`src/rtl/ahb_vga_char_writer.sv`:
```
// AHB-Lite master that drains a small character FIFO into the AHBVGA console register.
// Optional build macro AHB_VGA_CHAR_WRITER_VSYNC_GATE_EN adds vsync_blank to gate transfer starts.
module ahb_vga_char_writer #(
  parameter int          DEPTH     = 8,
  parameter logic [31:0] BASE_ADDR = 32'h5000_0000,
  parameter int          MIN_GAP   = 2,
  parameter int          CNT_W     = 16
) (
  input  logic             HCLK,
  input  logic             HRESETn,
`ifdef AHB_VGA_CHAR_WRITER_VSYNC_GATE_EN
  input  logic             vsync_blank,
`endif
  input  logic             char_valid,
  input  logic [7:0]       char_data,
  output logic             char_ready,
  output logic [31:0]      HADDR,
  output logic [1:0]       HTRANS,
  output logic             HWRITE,
  output logic [2:0]       HSIZE,
  output logic [31:0]      HWDATA,
  input  logic             HREADY,
  output logic             busy,
  output logic [CNT_W-1:0] tx_count
);

  localparam int PTR_W = $clog2(DEPTH);
  localparam int GAP_W = (MIN_GAP > 1) ? $clog2(MIN_GAP + 1) : 1;
  localparam logic [PTR_W:0] FULL_COUNT = (PTR_W + 1)'(DEPTH);

  typedef enum logic [1:0] {
    IDLE = 2'd0,
    ADDR = 2'd1,
    DATA = 2'd2,
    GAP  = 2'd3
  } state_t;

  state_t           state;
  state_t           state_next;
  logic [7:0]       mem [DEPTH];
  logic [PTR_W-1:0] wr_ptr;
  logic [PTR_W-1:0] rd_ptr;
  logic [PTR_W:0]   count;
  logic [GAP_W-1:0] gap_cnt;
  logic [GAP_W-1:0] gap_cnt_next;
  logic             push;
  logic             pop;
  logic             gate_open;

`ifdef AHB_VGA_CHAR_WRITER_VSYNC_GATE_EN
  assign gate_open = vsync_blank;
`else
  assign gate_open = 1'b1;
`endif

  // Ready depends only on the stored count, so a pop while full never frees a slot in the same cycle.
  assign char_ready = (count < FULL_COUNT);
  assign push       = char_valid && char_ready;
  assign busy       = (count != '0) || (state != IDLE);
  assign HSIZE      = 3'b010;

  always_ff @(posedge HCLK) begin
    if (push) begin
      mem[wr_ptr] <= char_data;
    end
  end

  always_ff @(posedge HCLK or negedge HRESETn) begin
    if (!HRESETn) begin
      wr_ptr <= '0;
      rd_ptr <= '0;
      count  <= '0;
    end else begin
      if (push) begin
        wr_ptr <= wr_ptr + PTR_W'(1);
      end
      if (pop) begin
        rd_ptr <= rd_ptr + PTR_W'(1);
      end
      case ({push, pop})
        2'b10:   count <= count + (PTR_W + 1)'(1);
        2'b01:   count <= count - (PTR_W + 1)'(1);
        default: count <= count;
      endcase
    end
  end

  always_ff @(posedge HCLK or negedge HRESETn) begin
    if (!HRESETn) begin
      state    <= IDLE;
      gap_cnt  <= '0;
      tx_count <= '0;
    end else begin
      state   <= state_next;
      gap_cnt <= gap_cnt_next;
      if (pop) begin
        tx_count <= tx_count + CNT_W'(1);
      end
    end
  end

  // The head is only popped when its data phase completes, keeping HWDATA stable across wait states.
  always_comb begin
    state_next   = state;
    gap_cnt_next = gap_cnt;
    pop          = 1'b0;
    HTRANS       = 2'b00;
    HWRITE       = 1'b0;
    HADDR        = '0;
    HWDATA       = '0;
    case (state)
      IDLE: begin
        if ((count != '0) && gate_open) begin
          state_next = ADDR;
        end
      end
      ADDR: begin
        HTRANS = 2'b10;
        HWRITE = 1'b1;
        HADDR  = BASE_ADDR;
        if (HREADY) begin
          state_next = DATA;
        end
      end
      DATA: begin
        HWDATA = {24'h0, mem[rd_ptr]};
        if (HREADY) begin
          pop          = 1'b1;
          gap_cnt_next = GAP_W'(MIN_GAP);
          state_next   = (MIN_GAP == 0) ? IDLE : GAP;
        end
      end
      GAP: begin
        gap_cnt_next = gap_cnt - GAP_W'(1);
        if (gap_cnt <= GAP_W'(1)) begin
          state_next = IDLE;
        end
      end
      default: state_next = IDLE;
    endcase
  end

endmodule
```
`config.mk`:
```
export PLATFORM = sky130hd
export DESIGN_NAME = ahb_vga_char_writer
export DESIGN_NICKNAME = d
export VERILOG_FILES = /design/src/rtl/ahb_vga_char_writer.sv
export SDC_FILE = /design/constraint.sdc
export NUM_CORES = 1
export LEC_CHECK = 0
export ABC_AREA = 1
export ABC_CLOCK_PERIOD_IN_PS = 2100
export BUFFER_PORTS_ARGS = -buffer_cell sky130_fd_sc_hd__buf_4
export CAP_MARGIN = 20
export CORE_ASPECT_RATIO = 0.9
export CORE_MARGIN = 10
export CORE_UTILIZATION = 40
export CTS_CLUSTER_SIZE = 10
export DETAILED_ROUTE_END_ITERATION = 7
export HOLD_SLACK_MARGIN = 0.15
export PLACE_DENSITY = 0.71
export SLEW_MARGIN = 40
export SYNTH_ARGS = -nofsm -noshare
export SYNTH_HDL_FRONTEND = slang
export SYNTH_SLANG_ARGS = --single-unit
export TNS_END_PERCENT = 20
```
`constraint.sdc`:
```
create_clock -name HCLK -period 2.1 [get_ports HCLK]
set_input_delay 0.42 -clock HCLK [delete_from_list [all_inputs] [get_ports HCLK]]
set_output_delay 0.42 -clock HCLK [all_outputs]
set_load 0.1 [all_outputs]
```
Word level (Yosys, flattened, before mapping)
Memories as Yosys holds them, arrays and structs flattened.
Cells that the tools add are included.
Widths: inputs -> output; s select.
{"block": "totals", "in_bits": 12, "latchBits": 0, "mem_bits_ro": 0, "mem_bits_rw": 64, "n_memories": 1, "output_inout_bits": 88, "register_bits": 30, "wordCells": 48}
{"memory": "mem", "depth": 8, "word_bits": 8, "rd": 1, "rd_ports_with_merged_regs": 0, "write_ports": 1, "line_no": "40", "text": "logic [7:0] mem [DEPTH];"}
{"block": "classes", "n_mux": 15, "n_reduce_logical": 9, "n_mul": 0, "div_mod_pow": 0, "shifts": 0, "n_addsub": 6, "bitwise_logic": 0, "n_eq_ne": 9, "magnitude_cmp": 2}
{"cell": "$mux 31", "n": 1}
{"cell": "$add 16x1->16 const B", "n": 1}
{"cell": "$mux 2", "n": 5}
{"cell": "$mux 8", "n": 1}
{"cell": "$ne 2x2->1 const B", "n": 4}
{"cell": "$pmux 2 s4", "n": 1}
{"cell": "$pmux 4 s2", "n": 1}
{"cell": "$add 3x1->3 const B", "n": 2}
{"cell": "$eq 2x2->1 const B", "n": 3}
{"cell": "$reduce_bool 2->1", "n": 3}
{"cell": "$mux 1", "n": 5}
{"cell": "$add 4x1->4 const B", "n": 1}
{"cell": "$eq 2x1->1 const B", "n": 2}
{"cell": "$lt 4x4->1 const B", "n": 1}
{"cell": "$pmux 2 s2", "n": 1}
{"cell": "$reduce_and 4->1", "n": 1}
{"cell": "$reduce_bool 4->1", "n": 1}
{"cell": "$sub 4x1->4 const B", "n": 1}
{"cell": "$le 2x1->1 const B", "n": 1}
{"cell": "$logic_not 2->1", "n": 1}
{"cell": "$reduce_and 2->1", "n": 1}
{"cell": "$sub 2x1->2 const B", "n": 1}
{"cell": "$logic_and 1x1->1", "n": 1}
{"cell": "$logic_or 1x1->1", "n": 1}

Longest topological paths before layout
{"block": "logic_depth", "word_depth": 4, "ltp_mapped": 13, "depth_no_buf": 13}

Worst setup path after synthesis
No wires, ideal clock.
{"block": "synth_timing", "path_kind": "register to register", "start": "reg count[3]", "end": "reg state[0]", "setup_ns": 0.137, "required_time_ns": 1.963, "arrival_time_ns": 2.780, "path_buffers": 0, "setup_slack_ns": -0.817, "stages_incl_launch_ff": 5, "period_less_slack_ns": 2.917, "path_cell_list": "dfrtp_1 -> inv_1 -> nand4_1 -> o211ai_1 -> o21ai_0"}
{"block": "synth_between", "elab_chain_len": 3}
{"item": "start, declared", "line_no": "43", "text": "logic [PTR_W:0] count;"}
{"item": "start signal, assigned", "line_no": "81", "text": "2'b10: count <= count + (PTR_W + 1)'(1);"}
{"item": "start signal, assigned", "line_no": "82", "text": "2'b01: count <= count - (PTR_W + 1)'(1);"}
{"item": "start signal, assigned", "line_no": "83", "text": "default: count <= count;"}
{"item": "$reduce_bool 4->1", "line_no": "113", "text": "if ((count != '0) && gate_open) begin"}
{"item": "$ne 2x2->1 (no source line)"}
{"item": "$reduce_and 4->1 (no source line)"}
{"item": "end signal, assigned", "line_no": "94", "text": "state <= state_next;"}
{"item": "end, declared", "line_no": "38", "text": "state_t state;"}
Every way passes these cells.
A chain may end at the register's enable or synchronous reset.

Final worst setup path
{"block": "layout_timing", "start": "reg rd_ptr[0]", "end": "out HWDATA[0]"}
{"block": "layout_between", "elab_chain_len": 2}
{"item": "start, declared", "line_no": "42", "text": "logic [PTR_W-1:0] rd_ptr;"}
{"item": "start signal, assigned", "line_no": "78", "text": "rd_ptr <= rd_ptr + PTR_W'(1);"}
{"item": "$mem_v2 8x8"}
{"item": "$mux 8", "line_no": "111", "text": "case (state)"}
{"item": "end, declared", "line_no": "21", "text": "output logic [31:0] HWDATA,"}
Every way passes these cells.

==> metrics.yaml <==
placement:
  place_congestion: 0.814
  place_ws_ns: 0.107
  io_buffers: 41
  place_inst: 647
  place_hpwl_um: 6750
final_layout:
  nNetsFinal: 530
  antennaDiodeCount: 0
  layout.cells.non_filler: 668
  area_delta_synth_final_pct: 22.6
  fillers: 981
  drive_above_1_share: 0.234
  multi_input_area_mm2: 0.00166
  ff_latch_area_mm2: 0.00268
critical_path:
  regToRegSetupSlack_ns: 0.13
  critPathCapture: "HWDATA[0]"
  cp_max_fo: 16
  rr_endpoint: "count[2]$_DFFE_PN0P_"
  critPathArrivalTime_ns: 1.74
  crit_start: "rd_ptr[0]$_DFFE_PN0P_"
  end_kind: "primary output"
  rr_worst_depth: 12
  start_kind: "flip-flop"
  worstPathRequired_ns: 1.68
  r2r-start: "state[0]$_DFFE_PN0P_"
  worstSetupPathType: "reg -> out"
routing:
  dr.pass1.iters: 4
  vias: 3127
  via_per_inst: 4.68
  wl_um: 9930
  drc_errors: 0
  drt_iter0_drc: 262
  ant_nets: 0
  wl_per_cell_um: 14.9
power:
  power_density_mw_per_mm2: 1580
  peakVddDrop_uv: 888
  p_leak_uw: 0.00237
synth:
  synth-seq-cells: 94
  synth_area_per_cell_um2: 10.4
  synth_area_leaders: "edfxtp_1 42%, dfrtp_1 16%, buf_4 10%, nor2_1 6.3%, nand2_1 4.9%"
  syn-instance-count: 445
  ys_seq_area_frac: 0.579
  yosysTopAreaCell: "edfxtp_1"
  syn_area_mm2: 0.00461
  yosysWarnings: 0
  synth_cell_types: 31
  synth_top_area_share: 0.417
timing:
  clock_skew_ns: 0.0104
  period_minus_slack_ns: 2.16
  grt_setup_unrepaired: "yes"
  hold_slack_ns: 0.307
  finalHoldViolCount: 0
  setup_ws_ns: -0.0573
  timing.final.crit_share: 1.03
  slew_violations: 0
  final-setup-viol-count: 8
  tns_ns: -0.274
  fmax_ghz: 0.464
global_routing:
  antenna_found_initial: 0
  grt_pass1_vias: 3236
  grt_overflow: 0
  grt_max_degree: 31
  grt_pass1_wl_um: 16200
  grt_use_total: 0.124
clock_network:
  htreeDepth: 3
  ctsRootBufferMaster: "clkbuf_16"
  cts_tree: "done"
  clockBufferDepth: 2
  clock_latency_ns: 0.35
  cts_sinks: 94
  cts.clk_slew.worst_paths_ns: 0.07
  numCtsBuffers: 9
floorplan:
  start_util: 0.407
  die_w_um: 133
  placementRows: 37
  dieArea_mm2: 0.0162
  io_pins: 100
  floorplan.core_area_mm2: 0.0113
  chipHeight_um: 122
worst_hold_path:
  hold_class: "in -> reg"
  holdPathStages: 1
outcome:
  violations: "negative setup slack"
  outcome: "finished with violations"
job:
  max-cap-violations: 0
layer usage:
metal | GRT usage | share of wire
met1 | 0.140 | 0.40
met2 | 0.201 | 0.46
met3 | 0.0613 | 0.12
met4 | 0.0455 | 0.021
met5 | 0 | 0
layout make-up:
cell class,count,area share
Sequential cell,94,0.473
Multi-Input combinational cell,307,0.293
Timing Repair Buffer,67,0.124
Clock buffer,9,0.0398
Tap cell,156,0.0345
Inverter,28,0.0210
Clock inverter,7,0.0142
sequential cells by signal, summed over array words and instances, names as in the netlist:
signal / flops
count: 4
gap_cnt: 2
mem: 64
rd_ptr: 3
state: 2
tx_count: 16
wr_ptr: 3
Yosys cell counts:
cell,number
a21oi_1,2
nand2_1,60
o22ai_1,8
inv_1,26
o21ai_0,34
xnor2_1,8
conb_1,2
nand3_1,8
nor2_1,78
nor3_2,1
nor4_1,1
buf_4,62
edfxtp_1,64
dfrtp_1,30
nor2_8,1
inv_2,1
nor3b_2,1
ha_1,11
xor2_1,8
nand2_4,1
o21ai_1,6
nand3_4,1
nand4_1,5
nor3_1,3
clkbuf_1,1
or2_2,1
o211ai_1,9
nand3b_1,1
inv_6,1
nor2_2,1
buf_2,9
timing repair:
action,4_1_cts,5_1_grt
pin swaps,20,8
gates cloned,2,0
setup endpoints to repair,8,9
gates resized for setup,56,18
hold buffers,1,0
endpoints found under the hold margin,30,0
buffers inserted,2,0
worst max-delay path, stage by stage (launching register included):
cell and delay, ns:
dfrtp_2 0.46, buf_6 0.15, buf_16 0.15, o21ai_1 0.14, o22ai_1 0.09, nor2_1 0.18
nor2_4 0.07, buf_12 0.16
cells by family (layout without fill, tap and decap cells):
group                    after synthesis  count (layout)  synth area share
AND/OR/NAND/NOR                      163             163             0.152
buffers and inverters                100             111             0.135
flip-flops                            94              94             0.579
AO/OA/AOI/OAI                         59              59            0.0711
XOR/XNOR                              16              16            0.0304
adder cells (fa/ha/maj)               11              11            0.0298
other                                  2              58           0.00163
worst min-delay path by stage:
stage,endpoint,start
finish,mem[3][2]$_DFFE_PP_,char_data[2]
CTS,mem[3][2]$_DFFE_PP_,char_data[2]
detailed placement,tx_count[14]$_DFFE_PN0P_,HRESETn
global placement,tx_count[14]$_DFFE_PN0P_,HRESETn
global route,mem[3][6]$_DFFE_PP_,char_data[6]
floorplan,count[0]$_DFFE_PN0P_,HRESETn
cell usage in the layout (no fill, tap or decap), types with 2 or more instances in the layout:
master / Yosys / routed
clkinvlp_4: 0 / 2
nand2_1: 60 / 60
inv_1: 26 / 25
nor3_1: 3 / 3
a21oi_1: 2 / 2
edfxtp_1: 64 / 64
o21ai_2: 0 / 5
clkinv_4: 0 / 3
nand3_1: 8 / 8
clkinv_8: 0 / 2
clkbuf_16: 0 / 9
o21ai_1: 6 / 13
buf_6: 0 / 2
o22ai_1: 8 / 7
nor2_2: 1 / 10
ha_1: 11 / 9
nand4_1: 5 / 5
xnor2_1: 8 / 8
xor2_1: 8 / 8
inv_8: 0 / 2
dfrtp_1: 30 / 28
buf_8: 0 / 3
nor2_4: 0 / 8
o21ai_0: 34 / 21
o211ai_1: 9 / 9
buf_16: 0 / 2
nor2_1: 78 / 61
conb_1: 2 / 58
dfrtp_2: 0 / 2
buf_12: 0 / 10
buf_4: 62 / 49
stage by stage:
step | power (uW) | instance area [um^2] | utilization
final | 8920 | 5650 | 0.499
after CTS | 8860 | 5600 | 0.494
after floorplan | 5860 | 4890 | -
after detailed placement | 6660 | 5040 | 0.445
after global placement | 6560 | 5040 | 0.445
after global routing | 9400 | 5650 | 0.499
power by group:
part	switching, uW	internal (uW)
Combinational	3290	1470
Clock	757	843
Sequential	235	2320
Total	4280	4640
Note: power is estimated with default switching activity, not from simulation.
